## config.mk

```make
export PLATFORM = sky130hd
export DESIGN_NAME = fifo_rd_stream
export DESIGN_NICKNAME = d
export VERILOG_FILES = /design/src/rtl/fifo_rd_pkg.sv /design/src/rtl/fifo_rd_stream_sat_cnt.sv /design/src/rtl/fifo_rd_stream.sv
export SDC_FILE = /design/constraint.sdc
export NUM_CORES = 1
export LEC_CHECK = 0
export CORE_MARGIN = 2
export CORE_UTILIZATION = 40
export DETAILED_ROUTE_END_ITERATION = 8
export GPL_TIMING_DRIVEN = 1
export PLACE_DENSITY = 0.66
export SETUP_SLACK_MARGIN = 0.1
export SYNTH_ARGS = -nofsm -noshare
export SYNTH_HDL_FRONTEND = slang
export SYNTH_SLANG_ARGS = --single-unit
```

## constraint.sdc

```tcl
create_clock -name rclk -period 2.32 [get_ports rclk]
set_input_delay 0.696 -clock rclk [delete_from_list [all_inputs] [get_ports rclk]]
set_output_delay 0.696 -clock rclk [all_outputs]
set_load 0.05 [all_outputs]
```

## src/rtl/fifo_rd_pkg.sv

```systemverilog
// Shared definitions for the FIFO read-side stream stage: skid-buffer
// occupancy encoding and default widths.
package fifo_rd_pkg;

  localparam int DSIZE_DEFAULT = 8;
  localparam int CSIZE_DEFAULT = 16;

  // The encoding is the occupancy of the 2-entry skid buffer.
  typedef enum logic [1:0] {
    EMPTY = 2'd0,
    ONE   = 2'd1,
    FULL  = 2'd2
  } buf_state_t;

endpackage

```

## src/rtl/fifo_rd_stream_sat_cnt.sv

```systemverilog
// Saturating up-counter with synchronous clear and increment enable.
// Clear has priority, but a clear that coincides with an increment
// loads 1 so that the beat in the clearing cycle is not lost.
module sat_cnt
  import fifo_rd_pkg::*;
#(
  parameter int CSIZE = CSIZE_DEFAULT
) (
  input  logic             clk,
  input  logic             rst_n,
  input  logic             clr,
  input  logic             inc,
  output logic [CSIZE-1:0] count
);

  // One extra bit; its carry out marks the all-ones value.
  logic [CSIZE:0] count_inc;

  assign count_inc = {1'b0, count} + {{CSIZE{1'b0}}, 1'b1};

  // Clear, then saturating increment.
  always_ff @(posedge clk or negedge rst_n) begin
    if (!rst_n) begin
      count <= '0;
    end else if (clr) begin
      count <= inc ? {{(CSIZE-1){1'b0}}, 1'b1} : '0;
    end else if (inc && !count_inc[CSIZE]) begin
      count <= count_inc[CSIZE-1:0];
    end
  end

endmodule

```

## src/rtl/fifo_rd_stream.sv

```systemverilog
// Read-side drain stage: pops words from the FIFO read port and presents
// them as a valid/ready stream through a 2-entry skid buffer. rinc is a
// function of registered signals only, so m_ready never reaches the FIFO
// combinationally; the skid entry absorbs the word popped in the first
// cycle of backpressure.
module fifo_rd_stream
  import fifo_rd_pkg::*;
#(
  parameter int DSIZE = DSIZE_DEFAULT,
  parameter int CSIZE = CSIZE_DEFAULT
) (
  input  logic             rclk,
  input  logic             rrst_n,
  input  logic [DSIZE-1:0] rdata,
  input  logic             rempty,
  output logic             rinc,
  output logic [DSIZE-1:0] m_data,
  output logic             m_valid,
  input  logic             m_ready,
  input  logic             clr_count,
  output logic [CSIZE-1:0] count
);

  buf_state_t       state;
  logic [DSIZE-1:0] head;
  logic [DSIZE-1:0] skid;
  logic             push;
  logic             pop;

  // rrst_n gates rinc directly so no pop is requested while in reset.
  assign rinc    = rrst_n & ~rempty & (state != FULL);
  assign m_valid = (state != EMPTY);
  assign m_data  = head;
  assign push    = rinc;
  assign pop     = m_valid & m_ready;

  // Occupancy state and data movement; head is always the oldest word.
  always_ff @(posedge rclk or negedge rrst_n) begin
    if (!rrst_n) begin
      state <= EMPTY;
      head  <= '0;
      skid  <= '0;
    end else begin
      case (state)
        EMPTY: begin
          if (push) begin
            state <= ONE;
            head  <= rdata;
          end
        end
        ONE: begin
          if (push && !pop) begin
            state <= FULL;
            skid  <= rdata;
          end else if (!push && pop) begin
            state <= EMPTY;
          end else if (push && pop) begin
            head <= rdata;
          end
        end
        FULL: begin
          // rinc is held low here, so only a pop can move the state.
          if (pop) begin
            state <= ONE;
            head  <= skid;
          end
        end
        default: state <= EMPTY;
      endcase
    end
  end

  sat_cnt #(
    .CSIZE(CSIZE)
  ) u_beat_cnt (
    .clk  (rclk),
    .rst_n(rrst_n),
    .clr  (clr_count),
    .inc  (pop),
    .count(count)
  );

endmodule
```

# --- Word level (Yosys, flattened, before mapping) ---
# Cells that the tools add are included.
word_totals:
  in_bits: 13
  reg_bits: 34
  word_cells: 46
  output_inout_bits: 26
classes:
  n_mux: 14
  n_bitwise: 4
  reduce_logical: 14
  add_sub_neg: 1
  eq_ne: 9
op_table:
  columns: ["operator", "n"]
  rows:
  - ["$mux 8", 5]
  - ["$mux 16", 2]
  - ["$pmux 8 s3", 1]
  - ["$add 16x1->17 const B", 1]
  - ["$ne 2x2->1 const B", 6]
  - ["$mux 2", 4]
  - ["$pmux 2 s3", 1]
  - ["$reduce_and 6->1", 1]
  - ["$logic_and 1x1->1", 4]
  - ["$reduce_bool 2->1", 2]
  - ["$and 1x1->1", 3]
  - ["$logic_not 1->1", 3]
  - ["$ne 3x3->1 const B", 1]
  - ["$reduce_and 3->1", 1]
  - ["$reduce_bool 3->1", 1]
  - ["$eq 2x1->1 const B", 1]
  - ["$eq 2x2->1 const B", 1]
  - ["$logic_not 2->1", 1]
  - ["$reduce_and 2->1", 1]
  - ["$mux 1", 1]
  - ["$not 1->1", 1]

# --- Longest topological paths before layout ---
logic_depth:
  ltp_word: 8
  ltp_mapped: 11
  mapped_depth_nobuf: 9

# --- Modules after synthesis ---
# A second synthesis with hierarchy kept.
unflattened:
  hier_cells: 159
  hier_area_um2: 1764.2
by_module_without_submodules:
  columns: ["module", "cells_per_inst", "n_inst", "seq_area_each_um2", "area_per_inst_um2"]
  rows:
  - ["sat_cnt", 98, 1, 400.4, 894.6]
  - ["fifo_rd_stream", 61, 1, 450.4, 869.6]

# --- Least setup slack after synthesis ---
# No wires, ideal clock.
synth_path:
  path_type: "input-to-reg"
  startpoint: "in rempty"
  endpoint: "reg head[0], in the netlist m_data[0]"
  path_buffers: 1
  t_arrival_ns: 2.304
  required_time_ns: 2.195
  setup_time_ns: 0.125
  path_stages: 8
  slack_ns: -0.109
  path_cell_list: "nand3b_1 -> inv_1 -> ha_1 -> nor4bb_1 -> nor2_1 -> o21a_1 -> buf_2 -> mux2_2"
synth_between:
  elab_chain_len: 7
  word_cells_on_any_way: 12
  classes_between: "4 x eq/ne; 3 x bitwise; 5 x reduce/logical"
synth_rtl:
  columns: ["item", "line_no", "source"]
  rows:
  - ["from (decl)", "fifo_rd_stream.sv:15", "input logic rempty,"]
  - ["$not 1->1 *", "fifo_rd_stream.sv:31", "assign rinc = rrst_n & ~rempty & (state != FULL);"]
  - ["$and 1x1->1 * (2 in a row)", "fifo_rd_stream.sv:31", null]
  - ["via rinc", "fifo_rd_stream.sv:16", "output logic rinc,"]
  - ["$logic_not 1->1", "fifo_rd_stream.sv:55", "end else if (!push && pop) begin"]
  - ["$logic_and 1x1->1", "fifo_rd_stream.sv:55", null]
  - ["$ne 2x2->1 (no source line)", null, null]
  - ["$reduce_and 6->1 (no source line) *", null, null]
  - ["to (signal assigned)", "fifo_rd_stream.sv:48", "head <= rdata;"]
  - ["to (signal assigned)", "fifo_rd_stream.sv:58", "head <= rdata;"]
  - ["to (signal assigned)", "fifo_rd_stream.sv:65", "head <= skid;"]
  - ["to (decl)", "fifo_rd_stream.sv:25", "logic [DSIZE-1:0] head;"]
# Mark *: on every way through the listed nets, which the timed path passes. The rest lies on a longest branch.
# A chain may end at the register's enable or synchronous reset.

# --- Worst setup path in the final report ---
layout_path:
  startpoint: "reg state[1]"
  endpoint: "out rinc"
layout_between:
  elab_chain_len: 2
layout_rtl:
  columns: ["item", "line_no", "source"]
  rows:
  - ["from (decl)", "fifo_rd_stream.sv:24", "buf_state_t state;"]
  - ["from (signal assigned)", "fifo_rd_stream.sv:40", "state <= EMPTY;"]
  - ["from (signal assigned)", "fifo_rd_stream.sv:47", "state <= ONE;"]
  - ["from (signal assigned)", "fifo_rd_stream.sv:53", "state <= FULL;"]
  - ["$ne 2x2->1", "fifo_rd_stream.sv:31", null]
  - ["$and 1x1->1", "fifo_rd_stream.sv:31", null]
  - ["to (decl)", "fifo_rd_stream.sv:16", null]
# No other way between the ends.

==> results.sh <==
export IMPL_clk_path_buf_depth=2
export IMPL_cts_htree_levels=2
export IMPL_drc=0
export IMPL_place_gp_congestion=0.8644
export IMPL_cts_tree="yes"
export IMPL_core_mm2=0.004294
export IMPL_drt_iter0_drc=70
export IMPL_cp_end_kind="output port"
export IMPL_ir_worst_vdd_mv=0.4861
export IMPL_clockPowerShare_pct=22.5
export IMPL_yosysTopAreaCellShare_pct=48.19
export IMPL_finClkSkew_ns=0.007720
export IMPL_finalHoldViolCount=0
export IMPL_power_mw=2.382
export IMPL_io_pins=39
export IMPL_power_per_cell_area_mw_per_mm2=968.4
export IMPL_clock_sinks=34
export IMPL_numCtsBuffers=5
export IMPL_p_switching_mw=0.8792
export IMPL_path_class="register to output port"
export IMPL_rsz0062_at_grt="yes"
export IMPL_max_slew_margin_pct=65.39
export IMPL_drive_above_1_share_pct=30.05
export IMPL_grt_max_degree=35
export IMPL_synth_main_ff_cell="dfrtp_1"
export IMPL_wl_per_cell_um=15.13
export IMPL_cap_violations=0
export IMPL_syn_area_mm2=0.001765
export IMPL_layout_commonest_cell="dfrtp_1"
export IMPL_fmax_mhz=458.9
export IMPL_fin_util_pct=57.28
export IMPL_antenna_found_initial=0
export IMPL_hpwlAfterDp_um=2894
export IMPL_maxSlewViolCount=0
export IMPL_insertion_delay_ns=0.29
export IMPL_synth_distinct_cells=38
export IMPL_dr_pass1_iters=4
export IMPL_setup_viol=0
export IMPL_nFillCells=378
export IMPL_synth_edf_count=0
export IMPL_grt_pass1_vias=1437
export IMPL_grt_overflow=0
export IMPL_grt_total_usage_pct=17.00
export IMPL_areaGrowthSynthToFinish_pct=39.33
export IMPL_fp_dieH_um=70.44
export IMPL_antenna_cells=0
export IMPL_reg2reg_slack_ns=0.18
export IMPL_yosys_top_cells_area="dfrtp_1 48%, mux2_2 15%, a21oi_1 4.0%, ha_1 2.8%, or3_1 2.8%"
export IMPL_dp_cells=254
export IMPL_yosysSeqAreaShare_pct=48.19
export IMPL_whs_ns=0.5024
export IMPL_cp_required_ns=1.62
export IMPL_fp_dieW_um=70.44
export IMPL_hold_buffers=0
export IMPL_p_leak_nw=1.081
export IMPL_avgSynthCellArea_um2=11.32
export IMPL_crit_fanout=5
export IMPL_clk_pin_slew_ns=0.06
export IMPL_grt_pass1_wl_um=6672
export IMPL_swShare_pct=36.91
export IMPL_io_buffer_count=38
export IMPL_most_common_layout_cells="33 x dfrtp_1, 23 x mux2_2, 17 x clkdlybuf4s50_1, 16 x buf_4"
export IMPL_post_route_min_period_ns=2.179
export IMPL_seq_power_share_pct=36.1
export IMPL_startpoint_type="register"
export IMPL_worstMarginPinSlew_ns=0.5174
export IMPL_yosysTopAreaCell="dfrtp_1"
export IMPL_combPwrFrac_pct=41.4
export IMPL_std_cell_rows=24
export IMPL_dieArea_mm2=0.004961
export IMPL_initial_core_util_pct=41.11
export IMPL_antenna_left=0
export IMPL_async_flop_share_pct=100.0
export IMPL_synth_nets=173
export IMPL_drt_total_wl_um=4010
export IMPL_fin_nets=229
export IMPL_synth_seq_cells=34
export IMPL_status="complete, no violations"
export IMPL_ys_warn_count=0
export IMPL_vias=1476
export IMPL_syn_inst=156
export IMPL_finalCritPeriodShare_pct=93.93
export IMPL_vias_per_cell=5.570
export IMPL_arrival_ns=1.48
export IMPL_cts_root_buffer="clkbuf_8"
export IMPL_p_int_mw=1.503
export IMPL_finalNonFillerCells=265
export IMPL_min_path_type="register to register"
==> final cells by class <==
cell class              instances  area [um2]  share of cell area, %
inverters                       5       27.53                  1.119
multi-input cells             112       904.6                  36.78
well taps                      52       65.06                  2.645
clock buffers                   7       76.32                  3.103
clock inverters                 1       30.03                  1.221
flip-flops and latches         34       852.1                  34.64
repair buffers                 54       504.2                  20.50
==> metrics by stage <==
stage / TNS (ns) / area, um2 / setup slack [ns]
2_1_floorplan: -0.6086 / 1790 / -0.07607
3_3_place_gp: -4.071 / 2317 / -0.4430
3_5_place_dp: -5.021 / 2317 / -0.5038
4_1_cts: 0 / 2425 / 0.1054
5_1_grt: 0 / 2460 / 0.06027
6_report: 0 / 2460 / 0.1408
==> worst paths after layout <==
check	startpoint	end	cells past startpoint
setup / recovery	state[1]$_DFFE_PN0P_	rinc	6
hold / removal	skid[6]$_DFFE_PN0P_	skid[6]$_DFFE_PN0P_	1
hold reg to reg	skid[6]$_DFFE_PN0P_	skid[6]$_DFFE_PN0P_	1
max in group asynchronous	rrst_n	state[0]$_DFFE_PN0P_	3
setup reg to reg	state[1]$_DFFE_PN0P_	m_data[2]$_DFFE_PN0P_	9
min in group asynchronous	rrst_n	u_beat_cnt.count[12]$_DFFE_PN0P_	3
==> critical path, cell delays in order (launching register included) <==
cell and delay (ns):
dfrtp_1 0.41, nor2b_4 0.18, inv_2 0.04, nand3b_1 0.14, clkinvlp_4 0.16, buf_6 0.14, buf_12 0.13
==> layer usage <==
metal	vias up	part of all wire [%]	wire length [um]	GRT usage (%)
met5	-	0	0	0
met4	0	1.8	74	7.265
met3	6	3.8	153	4.329
met2	31	50	1998	28.51
met1	740	44	1783	20.57
li1	699	-	-	-
==> flip-flops by register name, summed over array words and instances (netlist names) <==
register          count
u_beat_cnt.count     16
m_data                8
skid                  8
state                 2
==> power groups by stage <==
stage	logic [mW]	clock network [mW]	registers (mW)
floorplan	0.354	0	1.14
global placement	0.920	0	0.855
detailed placement	0.943	0	0.869
CTS	0.952	0.543	0.860
global route	1.04	0.570	0.880
finish	0.987	0.536	0.859
==> cells by family (layout without fill, tap and decap cells) <==
group                    after synthesis  after routing  synth area share, %
XOR/XNOR                               1              1               0.4962
buffers and inverters                 10             67                2.764
multiplexers                          25             25                15.88
AO/OA/AOI/OAI                         33             33                11.77
adder cells (fa/ha/maj)                4              4                2.835
AND/OR/NAND/NOR                       49             49                18.07
flip-flops                            34             34                48.19
==> repair_timing <==
item                       in CTS  in global routing
setup buffers                   1                  2
pin swaps                       4                  3
setup endpoints to repair      22                 14
gates resized for setup        22                  7
==> synthesized netlist by cell type, types with 2 or more instances <==
master,count
o21ai_0,8
buf_2,2
a21oi_1,14
dfrtp_1,34
o31ai_1,6
or3_1,8
or4_1,5
nand3_1,7
and4_1,2
inv_1,4
nand4_1,3
ha_1,4
mux2_2,24
nand3b_1,3
nand2_1,7
nor2_1,3
No activity file was read; power rests on OpenSTA's default activity.
